==> config.mk <==
export PLATFORM = sky130hd
export DESIGN_NAME = pool_window_feeder
export DESIGN_NICKNAME = d
export VERILOG_FILES = /design/src/rtl/pool_window_feeder.sv
export SDC_FILE = /design/constraint.sdc
export NUM_CORES = 1
export LEC_CHECK = 0
export BUFFER_PORTS_ARGS = -buffer_cell sky130_fd_sc_hd__buf_2
export CAP_MARGIN = 10
export CORE_ASPECT_RATIO = 1.75
export CORE_MARGIN = 4
export CORE_UTILIZATION = 55
export DETAILED_ROUTE_END_ITERATION = 8
export HOLD_SLACK_MARGIN = 0.1
export PLACE_DENSITY = 0.82
export SLEW_MARGIN = 20
export SYNTH_ARGS = -nofsm -noshare
export SYNTH_HDL_FRONTEND = slang
export SYNTH_SLANG_ARGS = --single-unit
export TNS_END_PERCENT = 100
==> constraint.sdc <==
create_clock -name clk -period 8.4 [get_ports clk]
set_input_delay 1.68 -clock clk [delete_from_list [all_inputs] [get_ports clk]]
set_output_delay 1.68 -clock clk [all_outputs]
set_load 0.05 [all_outputs]
==> src/rtl/pool_window_feeder.sv <==
// Walks a square feature map window by window, streams each window to the max-pool unit,
// and stores the per-window maxima in raster order. Optional stall input: `define POOL_STALL_EN.
module pool_window_feeder #(
  parameter int DATA_W = 21,
  parameter int ADDR_W = 10,
  parameter int RES_AW = 8,
  parameter int DIM_W  = 6
) (
  input  logic              clk,
  input  logic              reset,
  input  logic              start,
  input  logic [DIM_W-1:0]  map_dim,
  input  logic [3:0]        element,
`ifdef POOL_STALL_EN
  input  logic              stall,
`endif
  output logic              busy,
  output logic              done,
  output logic              mem_rd,
  output logic [ADDR_W-1:0] mem_addr,
  input  logic [DATA_W-1:0] mem_rdata,
  output logic              pool_rst,
  output logic              pool_en,
  output logic [DATA_W-1:0] pool_in,
  input  logic              pool_done,
  input  logic [DATA_W-1:0] pool_out,
  output logic              res_we,
  output logic [RES_AW-1:0] res_addr,
  output logic [DATA_W-1:0] res_data
);

  localparam int CNT_W = 2 * DIM_W;
  localparam int SUM_W = DIM_W + 2;
  localparam int AF_W  = 2 * DIM_W + 2;
  localparam logic [DATA_W-1:0] MOST_NEG = {1'b1, {(DATA_W-1){1'b0}}};

  typedef enum logic [2:0] {IDLE, CLR, FEED, FLUSH, DRAIN, FIN} state_t;

  state_t            state, state_n;
  logic [DIM_W-1:0]  dim_q;
  logic [3:0]        elem_q;
  logic [3:0]        kx, ky;
  logic [DIM_W-1:0]  wx, wy;
  logic [CNT_W-1:0]  win_cnt, cap_cnt;
  logic              rd_q, flush_q, res_we_q;
  logic [DATA_W-1:0] res_data_q;
  logic [RES_AW-1:0] res_addr_q;

  logic              stall_w;
  logic              step, last_kx, last_ky, wx_fit, wy_fit, pass_end, zero_win, accept;
  logic [AF_W-1:0]   addr_full;

`ifdef POOL_STALL_EN
  assign stall_w = stall;
`else
  assign stall_w = 1'b0;
`endif

  assign step     = (state == FEED) && !stall_w;
  assign last_kx  = (kx == elem_q - 4'd1);
  assign last_ky  = (ky == elem_q - 4'd1);
  // A further window column/row exists only if it still fits entirely inside the map.
  assign wx_fit   = (SUM_W'(wx) + SUM_W'(elem_q) + SUM_W'(elem_q)) <= SUM_W'(dim_q);
  assign wy_fit   = (SUM_W'(wy) + SUM_W'(elem_q) + SUM_W'(elem_q)) <= SUM_W'(dim_q);
  assign pass_end = step && last_kx && last_ky && !wx_fit && !wy_fit;
  assign zero_win = (elem_q == 4'd0) || (SUM_W'(elem_q) > SUM_W'(dim_q));
  assign accept   = pool_done && ((state == FEED) || (state == FLUSH) || (state == DRAIN));

  assign addr_full = (AF_W'(wy) + AF_W'(ky)) * AF_W'(dim_q) + AF_W'(wx) + AF_W'(kx);

  always_comb begin
    state_n  = state;
    busy     = (state != IDLE);
    done     = (state == FIN);
    pool_rst = (state == CLR);
    mem_rd   = step;
    mem_addr = step ? ADDR_W'(addr_full) : '0;
    case (state)
      IDLE:  if (start) state_n = CLR;
      CLR:   state_n = zero_win ? FIN : FEED;
      FEED:  if (pass_end) state_n = FLUSH;
      FLUSH: if (!stall_w) state_n = DRAIN;
      DRAIN: if (cap_cnt == win_cnt) state_n = FIN;
      FIN:   state_n = IDLE;
      default: state_n = IDLE;
    endcase
  end

  // The trailing most-negative element pushes the last window's result out of the pool unit.
  assign pool_en  = rd_q | flush_q;
  assign pool_in  = rd_q ? mem_rdata : (flush_q ? MOST_NEG : '0);
  assign res_we   = res_we_q;
  assign res_addr = res_addr_q;
  assign res_data = res_data_q;

  always_ff @(posedge clk or posedge reset) begin
    if (reset) begin
      state      <= IDLE;
      dim_q      <= '0;
      elem_q     <= '0;
      kx         <= '0;
      ky         <= '0;
      wx         <= '0;
      wy         <= '0;
      win_cnt    <= '0;
      cap_cnt    <= '0;
      rd_q       <= 1'b0;
      flush_q    <= 1'b0;
      res_we_q   <= 1'b0;
      res_data_q <= '0;
      res_addr_q <= '0;
    end else begin
      state    <= state_n;
      rd_q     <= mem_rd;
      flush_q  <= (state == FLUSH) && !stall_w;
      res_we_q <= accept;
      if (accept) res_data_q <= pool_out;

      if (state == IDLE && start) begin
        dim_q      <= map_dim;
        elem_q     <= element;
        kx         <= '0;
        ky         <= '0;
        wx         <= '0;
        wy         <= '0;
        win_cnt    <= '0;
        cap_cnt    <= '0;
        res_addr_q <= '0;
      end else begin
        if (accept) cap_cnt <= cap_cnt + CNT_W'(1);
        if (res_we_q) res_addr_q <= res_addr_q + RES_AW'(1);
        if (step) begin
          if (!last_kx) begin
            kx <= kx + 4'd1;
          end else begin
            kx <= '0;
            if (!last_ky) begin
              ky <= ky + 4'd1;
            end else begin
              ky      <= '0;
              win_cnt <= win_cnt + CNT_W'(1);
              if (wx_fit) begin
                wx <= wx + DIM_W'(elem_q);
              end else begin
                wx <= '0;
                if (wy_fit) wy <= wy + DIM_W'(elem_q);
              end
            end
          end
        end
      end
    end
  end

endmodule

* Word-level counts from Yosys, hierarchy flattened
Cells that the tools add are included.
Storage, ports and cells: register bits after elaboration 89
Operators by class: add/sub/neg operators 15, $mul 1, magnitude comparators 3, equal/unequal tests 12, mux-type cells 34, bitwise operators 1, reduce and logical (&&, ||, !) cells 24
Operator list (number):
- $mux W12 | 6
- $mux W6 | 11
- $mux W21 | 2
- $mux W4 | 7
- $add A12 B1 Y12 const B | 2
- $add A6 B4 Y7 | 3
- $add A7 B4 Y8 | 2
- $le A8 B6 Y1 | 2
- $mux W8 | 2
- $pmux W3 S5 | 1
- $add A6 B4 Y6 | 2
- $eq A12 B12 Y1 | 1
- $mux W3 | 4
- $reduce_bool A2 Y1 | 6
- $add A10 B4 Y10 | 1
- $add A10 B6 Y10 | 1
- $mul A7 B6 Y10 | 1
- $mux W10 | 1
- $add A4 B1 Y4 const B | 2
- $add A8 B1 Y8 const B | 1
- $eq A4 B4 Y1 | 2
- $eq A3 B2 Y1 const B | 2
- $eq A3 B3 Y1 const B | 2
- $gt A4 B6 Y1 | 1
- 14 further kinds | 25

* Logic depth before layout (Yosys ltp)
Gate-level depths: netlist (run 1).
depth after elaboration 9, mapped depth 23

* Least setup slack after synthesis (run 1)
Ideal clock, no wire load.
path type register to output, start point register ky[0], end point output port mem_addr[9], arrival time 5.684 ns, slack 1.036 ns, cell stages (with the launch flop) 24, path buffers 0, cells stage by stage dfrtp_1 ha_1 inv_1 fa_1 nor2b_1 o21ai_0 nand2_1 xor2_1 and2_1 fa_1 inv_1 fa_1 inv_1 fa_1 inv_1 fa_1 inv_1 ha_1 nand3_1 o211ai_1 o41ai_1 nand3b_1 a2111o_1 nand2_1
Between the ends: word-level cells in the longest chain between the ends 5
Ends and longest elaborated chain:
- start, declared | RTL line 42 | logic [3:0] kx, ky;
- start signal, assigned | RTL line 138 | ky <= ky + 4'd1;
- $add A6 B4 Y7 | RTL line 69 | assign addr_full = (AF_W'(wy) + AF_W'(ky)) * AF_W'(dim_q) + AF_W'(wx) + AF_W'(kx);
- $mul A7 B6 Y10 | RTL line 69
- $add A10 B6 Y10 | RTL line 69
- $add A10 B4 Y10 | RTL line 69
- $mux W10 | RTL line 77 | mem_addr = step ? ADDR_W'(addr_full) : '0;
- end, declared | RTL line 20 | output logic [ADDR_W-1:0] mem_addr,
Every way passes these cells.

* Final worst setup path (run 1)
Same ends and word-level chain as after synthesis.

==> impl_metrics.toml, run 1 <==
[setup_path]
cp-end-kind = "output pin"
r2r-end = "wy[5]"
r2r_cells = 12
regToRegSetupSlack_ns = 4.64
cp_max_fo = 6
required_ns = 6.72
worst-endpoint-arrival_ns = 6.26
rr_startpoint = "elem_q[0]"
path_class = "flop to output pin"
crit_path_start_kind = "flop"

[yosys]
yosys.area_share.simple_pct = 18.40
synthAdderAreaFrac_pct = 20.72
postSynthAreaPerCell_um2 = 9.528
synth-seq-cells = 89
synth_top_family_by_area = "adder cells"
synth_mux_area_share_pct = 4.012
synth-edff-count = 0
synth-warning-count = 0
synth_ff_type = "dfrtp_1"
synthCells = 730
synth_compound_area_share_pct = 10.27
synth-xor-area-share_pct = 9.012
async_reset_ff_share_pct = 100.0
synth_cell_types = 63
synth_nets = 882
netlist_area_um2 = 6955
ys_seq_area_share_pct = 32.02

[grt]
antenna_found_initial = 0
grt_pass1_wl_mm = 27.21
grt.total_usage_pct = 23.40
grt_pass1_vias = 5676
grt_max_degree = 60
grt_overflow = 0

[floorplan]
ios = 122
coreArea_um2 = 12430
die_height_um = 156.8
initial_core_util_pct = 55.95
rows = 54
die_area_um2 = 14580
die_w_um = 93.01

[cts]
clk_latency_ns = 0.34
htree_levels = 3
cts_sinks = 89
cts-resized-gates = 0
clk_pin_slew_ns = 0.06
cts_tree = "yes"
cts.hold.buffers_added = 0
clk_path_buf_depth = 2
cts_buffers = 9
post_cts_buffers = 0
root_buffer = "clkbuf_16"

[routing]
vias = 5573
via_per_inst = 5.469
wirelength_mm = 16.28
wl_per_cell_um = 15.98
ant_nets = 0
drc = 0
drt_iter0_drc = 227
dr.pass1.iters = 4

[sta]
setup_viol = 0
worstMarginPinSlew_ns = 0.8256
slew_headroom_pct = 44.78
fin_hold_ws_ns = 0.5015
drv_slew = 0
rsz0062_at_grt = "no"
min_period_ns = 7.943
finClkSkew_ns = 0.009719
fmax_mhz = 125.9
post-route-period-util_pct = 94.56
setup-tns-final_ns = 0
hold_viol = 0

[hold_path]
holdCritPathClass = "flop to flop"
min_path_cells = 1
holdPathEnd = "res_data[10]"
worst_hold_startpoint = "res_data[10]"

[layout]
nNetsFinal = 998
insertedDiodeCount = 0
drive_above_1_share_pct = 20.45
finalNonFillerCells = 1019
area_growth_pct = 15.11

[job]
drv_cap = 0

[power]
vdd_ir_drop_max_v = 0.0002142
power_density_nw_per_um2 = 441.3
leakagePower_uw = 0.004094

[place]
io_buffer_count = 121
place_congestion = 0.9135
dp_hpwl_mm = 12.97
place_inst = 1003

[run_status]
status = "finished, final reports clean"
## final cells by class
type	instances	area [um2]
sequential	89	2227
clock buffer	11	242.7
tap	168	210.2
inverter	80	301.5
timing repair buffer	125	635.6
fill	1090	4425
multi-input combinational	541	4350
clock inverter	5	38.79
## worst max-delay path by stage
stage,cells past startpoint,to,startpoint
final,24,mem_addr[9],ky[0]
after global routing,24,mem_addr[9],ky[0]
after CTS,24,mem_addr[9],ky[0]
after detailed placement,24,mem_addr[9],ky[0]
after global placement,24,mem_addr[9],ky[0]
after floorplan,23,mem_addr[9],ky[0]
## sequential cells by signal (all words and copies together) (netlist names), 3 cells and up
name and flops:
kx 4, wx 6, dim_q 6, win_cnt 12
elem_q 4, state 3, res_addr 8, res_data 21
ky 4, wy 6, cap_cnt 12
## through the flow
stage | setup WS, ns | power [uW] | utilization, % | area (um2)
2_1_floorplan | 1.036 | 2601 | - | 6955
3_3_place_gp | 0.8283 | 3059 | 62.08 | 7717
3_5_place_dp | 0.6319 | 3170 | 62.08 | 7717
4_1_cts | 0.2814 | 3564 | 64.34 | 7999
5_1_grt | 0.06978 | 3904 | 64.40 | 8006
6_report | 0.4574 | 3533 | 64.40 | 8006
## critical path, cell delays in order, from the launching register on
cell	delay (ns)
dfrtp_1	0.44
ha_1	0.19
inv_1	0.05
fa_1	0.40
nor2b_1	0.16
o21ai_0	0.15
nand2_1	0.13
xor2_1	0.12
and2_1	0.22
fa_1	0.50
inv_1	0.05
fa_1	0.49
inv_1	0.06
fa_1	0.53
inv_1	0.06
fa_1	0.52
inv_1	0.04
ha_1	0.34
nand3_1	0.10
o211ai_1	0.14
o41ai_2	0.36
nand3b_1	0.13
a2111o_1	0.42
nand2_1	0.06
buf_2	0.25
## cell usage in the layout (no fill, tap or decap), types with 4 or more instances in the layout
cell type	synthesis	layout
or4_1	4	4
clkbuf_16	0	9
nand2_1	65	65
nor2_1	47	47
and3_1	8	8
o21a_1	6	6
ha_1	64	64
nor2b_1	12	12
mux2_2	23	23
xnor2_1	35	35
or3_1	4	4
o31ai_1	4	4
nand4_1	10	10
nand2b_1	8	8
inv_1	79	78
o2bb2ai_1	4	4
a21o_1	9	9
nor3_1	6	6
xor2_1	26	26
o211ai_1	4	4
fa_1	32	32
nand3_1	16	16
nor4_1	4	4
buf_2	3	121
o21ai_0	26	26
and2_1	42	41
a21oi_1	30	30
buf_4	0	4
dfrtp_1	89	89
## cells in the mapped netlist (3+ instances only)
library cell	count	share of area [%]
o211ai_1	4	0.43
nor4bb_1	3	0.43
o21bai_1	3	0.32
xnor2_1	35	4.4
or3_1	4	0.36
fa_1	32	9.2
ha_1	64	12
o21ai_0	26	1.9
nand4_1	10	0.90
buf_2	3	0.22
nand2_1	65	3.5
mux2_2	23	3.7
buf_1	5	0.27
or4_1	4	0.43
nor3b_1	3	0.32
and2_1	42	3.8
nor2b_1	12	1.1
o31ai_1	4	0.43
and4_1	3	0.38
xor2_1	26	3.3
o21a_1	6	0.65
o2bb2ai_1	4	0.50
o2111ai_1	3	0.38
nand3_1	16	1.2
a21o_1	9	0.97
and3_1	8	0.72
nor2_1	47	2.5
a21oi_1	30	2.2
clkbuf_1	11	0.59
nand2b_1	8	0.72
nor3_1	6	0.43
nor4_1	4	0.36
dfrtp_1	89	32
inv_1	79	4.3
## report_power, final
part / switching, uW / leakage [uW] / internal [uW] / total (uW)
sequential: 200 / 0.00116 / 562 / 762
clock: 168 / 0.000137 / 211 / 379
combinational: 1510 / 0.00280 / 879 / 2390
## cells by family after synthesis
logic type	Yosys count
buf+inv	100
xor+xnor	65
flops	89
simple gates	246
fa+ha+maj	96
compound gates	109
mux	25
## routing by layer
metal / part of all wire, % / routed length, um / global-route usage [%] / up-vias
met1: 36 / 5926 / 24.77 / 2686
met4: 3.9 / 630 / 10.20 / 0
met3: 3.1 / 510 / 3.271 / 45
met5: 0 / 0 / 0 / -
met2: 57 / 9215 / 45.10 / 146
li1: - / - / - / 2696
Note: power is estimated with default switching activity, not from simulation.
==> run 2: changes to the inputs <==
Settings changed: CELL_PAD_IN_SITES_DETAIL_PLACEMENT set to 1, CELL_PAD_IN_SITES_GLOBAL_PLACEMENT set to 2, CORE_ASPECT_RATIO 1.75 to 0.75, CORE_UTILIZATION 55 to 35, PLACE_DENSITY 0.82 to 0.83, SLEW_MARGIN 20 to unset.
==> impl_metrics.toml, run 2 (synthesized netlist as in run 1, its figures left out) <==
[run_status]
status = "finished, final reports clean"

[sta]
setup_viol = 0
finClkSkew_ns = 0.01281
setup-tns-final_ns = 0
rsz0062_at_grt = "no"
post-route-period-util_pct = 95.02
min_period_ns = 7.982
drv_slew = 0
slew_headroom_pct = 37.08
fin_hold_ws_ns = 0.5033
worstMarginPinSlew_ns = 0.9437
hold_viol = 0
fmax_mhz = 125.3

[cts]
cts_tree = "yes"
cts.hold.buffers_added = 0
clk_latency_ns = 0.35
clk_path_buf_depth = 2
cts_buffers = 9
post_cts_buffers = 0
clk_pin_slew_ns = 0.07
root_buffer = "clkbuf_16"
htree_levels = 3
cts_sinks = 89

[layout]
final_common_cell = "buf_2"
final_cell_mix = "121 x buf_2, 89 x dfrtp_1, 78 x inv_1"
register_area_um2 = 2227
fin_util_pct = 41.88
multiInputGateArea_um2 = 4362
nNetsFinal = 998
fillers = 2301
insertedDiodeCount = 0
largest_register_ffs = 21
area_growth_pct = 17.02
drive_above_1_share_pct = 20.45

[floorplan]
ios = 122
rows = 44
die_height_um = 130.1
initial_core_util_pct = 35.79
coreArea_um2 = 19430
die_w_um = 170.8
die_area_um2 = 22220

[setup_path]
cp_cell_sequence = "ha_1 > inv_1 > fa_1 > nor2b_1 > o21ai_0 > nand2_1 > xor2_1 > and2_1 > fa_1 > fa_1 > fa_1 > inv_1 > fa_1 > inv_1 > ha_1 > nand3_1 > o211ai_1 > o41ai_4 > nand3b_1 > a2111o_1 > nand2_1 > buf_2"
required_ns = 6.72
worst-endpoint-arrival_ns = 6.30
cp_max_fo = 6
crit_top_cell = "fa_1"
path_class = "flop to output pin"
path_buf_inv = 4
crit_path_start_kind = "flop"
cp-end-kind = "output pin"
critical_path.slowest_cell = "fa_1"
path_delay_family = "adder cells"
slowest_delay_ns = 0.55

[power]
p_sw_uw = 1894
p_sw_share_pct = 53.17
vdd_ir_drop_max_v = 0.0001738
seqPwrFrac_pct = 21.5
comb_power_share_pct = 67.2
p_clk_share_pct = 11.4
intPower_uw = 1668
power_density_nw_per_um2 = 437.5
leakagePower_uw = 0.004100

[grt]
grt_pass1_vias = 5677
antenna_found_initial = 0
grt_max_degree = 72
grt_pass1_wl_mm = 29.50
grt_overflow = 0
grt.total_usage_pct = 16.57

[place]
place_congestion = 0.7954
io_buffer_count = 121
dp_hpwl_mm = 13.82

[routing]
via_per_inst = 5.029
wirelength_mm = 17.73
vias = 5552
dr.pass1.iters = 4
wl_per_cell_um = 16.06
drc = 0
ant_nets = 0
drt_iter0_drc = 220

[hold_path]
holdCritPathClass = "flop to flop"

[job]
drv_cap = 0
[run 2: per-stage QoR]
stage               instances  area, um2  power [uW]  setup WS (ns)
finish                   1104       8139        3561         0.4179
global route             1104       8139        3973        0.02453
CTS                      1104       8120        3626         0.1480
detailed placement       1088       7825        3198         0.5341
global placement         1088       7825        3135         0.7056
floorplan                 730       6955        2601          1.036
[run 2: final cells by class]
| cell class | instances | share of cell area (%) |
|---|---|---|
| repair buffers | 125 | 7.809 |
| inverters | 80 | 3.720 |
| multi-input cells | 541 | 53.59 |
| clock inverters | 6 | 0.8148 |
| clock buffers | 10 | 2.813 |
| flip-flops and latches | 89 | 27.36 |
| well taps | 253 | 3.889 |
[run 2: repair_timing]
| action | 4_1_cts | 5_1_grt |
|---|---|---|
| endpoints found under the hold margin | 0 | 0 |
| endpoints found under the setup margin | 0 | 1 |
| resized for setup | 0 | 2 |
[run 2: worst reg2reg max path: cells and delay by family, from the launching register on]
kind | cells | cell delay (ns)
compound gates | 6 | 1.49
fa+ha+maj | 3 | 1.01
flops | 1 | 0.54
mux | 1 | 0.36
simple gates | 1 | 0.21
xor+xnor | 1 | 0.15
[run 2: worst paths after layout]
kind	slack (ns)	start	end	cells past startpoint
setup / recovery	0.42	ky[0]	mem_addr[9]	22
hold / removal	0.50	res_data[5]	res_data[5]	1
setup reg to reg	4.55	elem_q[0]	wy[5]	12
hold reg to reg	0.50	res_data[5]	res_data[5]	1
max in group asynchronous	5.93	reset	cap_cnt[7]	3
min in group asynchronous	1.26	reset	res_data[2]	2
[run 2: power groups by stage]
stage               Clock [uW]  Sequential (uW)  Combinational [uW]
floorplan                    0              902                1700
global placement             0              769                2370
detailed placement           0              777                2420
CTS                        420              769                2440
global route               438              796                2740
finish                     404              765                2390
[run 2: per-layer routing]
layer	up-vias	track usage (%)	wire, um	part of all wire, %
li1	2703	-	-	-
met1	2706	24.59	8943	50
met2	134	25.28	7477	42
met3	9	3.392	1165	6.6
met4	0	3.146	146	0.82
met5	-	0	0	0
==> run 3: changes to the inputs <==
Settings changed: PLACE_DENSITY 0.83 to 0.76.
==> impl_metrics.toml, run 3 (synthesized netlist as in run 1, its figures left out) <==
[run_status]
status = "finished, final reports clean"

[power]
seqPwrFrac_pct = 21.0
p_clk_share_pct = 11.2
leakagePower_uw = 0.004120
comb_power_share_pct = 67.8
p_sw_uw = 2010
power_density_nw_per_um2 = 450.5
power.total_uw = 3683
p_sw_share_pct = 54.58
vdd_ir_drop_max_v = 0.0002085
intPower_uw = 1673

[sta]
drv_slew = 0
setup_viol = 0
setup-tns-final_ns = 0
finClkSkew_ns = 0.005720
slew_headroom_pct = 37.09
rsz0062_at_grt = "no"
setup_ws_ns = 0.3737
fmax_mhz = 124.6
hold_viol = 0
worstMarginPinSlew_ns = 0.9406
min_period_ns = 8.026
post-route-period-util_pct = 95.55

[layout]
drive_above_1_share_pct = 21.22
nNetsFinal = 1000
finalNonFillerCells = 1106
final_cell_area_um2 = 8177
multiInputGateArea_um2 = 4363
largest_register_ffs = 21
final_cell_mix = "120 x buf_2, 88 x dfrtp_1, 78 x inv_1"
final_common_cell = "buf_2"
register_area_um2 = 2228
fillers = 2276
insertedDiodeCount = 0
area_growth_pct = 17.56

[place]
place_inst = 1088
dp_hpwl_mm = 15.94
io_buffer_count = 121
place_congestion = 0.8258
place_ws_ns = 0.4934
placed_area_um2 = 7824

[floorplan]
initial_core_util_pct = 35.79
die_w_um = 170.8
ios = 122
rows = 44
coreArea_um2 = 19430
die_height_um = 130.1
die_area_um2 = 22220

[cts]
htree_levels = 3
clk_latency_ns = 0.36
root_buffer = "clkbuf_16"
cts_sinks = 89
cts.hold.buffers_added = 0
cts_tree = "yes"
cts_buffers = 9
clk_path_buf_depth = 2
clk_pin_slew_ns = 0.07

[grt]
grt.total_usage_pct = 18.79
grt_max_degree = 65
grt_pass1_wl_mm = 33.11
antenna_found_initial = 0
grt_pass1_vias = 6236
grt_overflow = 0

[routing]
dr.pass1.iters = 4
drt_iter0_drc = 230
wirelength_mm = 20.14
vias = 5690
wl_per_cell_um = 18.21
via_per_inst = 5.145
ant_nets = 0
drc = 0

[setup_path]
worst-endpoint-arrival_ns = 6.35
cp-end-kind = "output pin"
crit_path_start_kind = "flop"
required_ns = 6.72
cp_max_fo = 5
regToRegSetupSlack_ns = 4.44
path_class = "flop to output pin"

[job]
drv_cap = 0

[hold_path]
holdCritPathClass = "flop to flop"
[run 3: cell count changes in the layout (fill, tap and decap cells not counted), sizes merged]
cell      previous run  this run
bufinv               1         0
clkinvlp             3         0
inv                 80        83
clkbuf              10         9
clkinv               2         4
buf                125       127
[run 3: metrics by stage]
stage               util [%]  hold WS (ns)
global route           42.07        0.5329
global placement       40.26        0.4874
CTS                    41.77        0.5108
floorplan                  -        0.4825
detailed placement     40.26        0.4937
finish                 42.07        0.5071
[run 3: final cells by class]
| type | instances | area share [%] |
|---|---|---|
| multi-input cells | 541 | 53.36 |
| flip-flops and latches | 89 | 27.25 |
| repair buffers | 127 | 8.233 |
| well taps | 253 | 3.871 |
| inverters | 80 | 3.688 |
| clock buffers | 9 | 2.754 |
| clock inverters | 7 | 0.8416 |
[run 3: final timing paths]
kind / to / start / cells after the start
setup / recovery: mem_addr[9] / ky[0] / 23
hold / removal: res_data[5] / res_data[5] / 1
setup reg to reg: wy[3] / elem_q[0] / 12
hold reg to reg: res_data[5] / res_data[5] / 1
max in group asynchronous: res_data[8] / reset / 3
min in group asynchronous: res_data[19] / reset / 2
[run 3: repair_timing]
| action | in CTS | in global routing |
|---|---|---|
| gates resized for setup | 0 | 8 |
| setup endpoints to repair | 0 | 1 |
| setup buffers | 0 | 1 |
[run 3: worst max-delay path, cell delays in order (launching register included)]
cell	delay (ns)
dfrtp_2	0.41
ha_1	0.19
inv_1	0.06
fa_2	0.37
nor2b_2	0.15
o21ai_1	0.11
nand2_1	0.12
xor2_1	0.33
and2_1	0.22
fa_1	0.41
fa_1	0.47
fa_1	0.54
inv_1	0.06
fa_1	0.52
inv_1	0.04
ha_1	0.34
nand3_1	0.11
o211ai_1	0.16
o41ai_2	0.39
buf_4	0.20
nand3b_1	0.08
a2111o_1	0.42
nand2_1	0.07
buf_4	0.19
[run 3: power groups by stage]
stage / clock network, uW / logic [uW] / registers, uW
after detailed placement: 0 / 2510 / 781
final: 413 / 2500 / 773
after CTS: 426 / 2520 / 773
after floorplan: 0 / 1700 / 902
after global placement: 0 / 2370 / 766
after global routing: 441 / 2820 / 802
[run 3: metal layers]
metal  vias up  global-route usage (%)  share of wire (%)
li1       2687                       -                  -
met1      2856                   26.01                 47
met2       133                   31.23                 47
met3        14                   3.907                5.8
met4         0                   2.958               0.74
met5         -                       0                  0
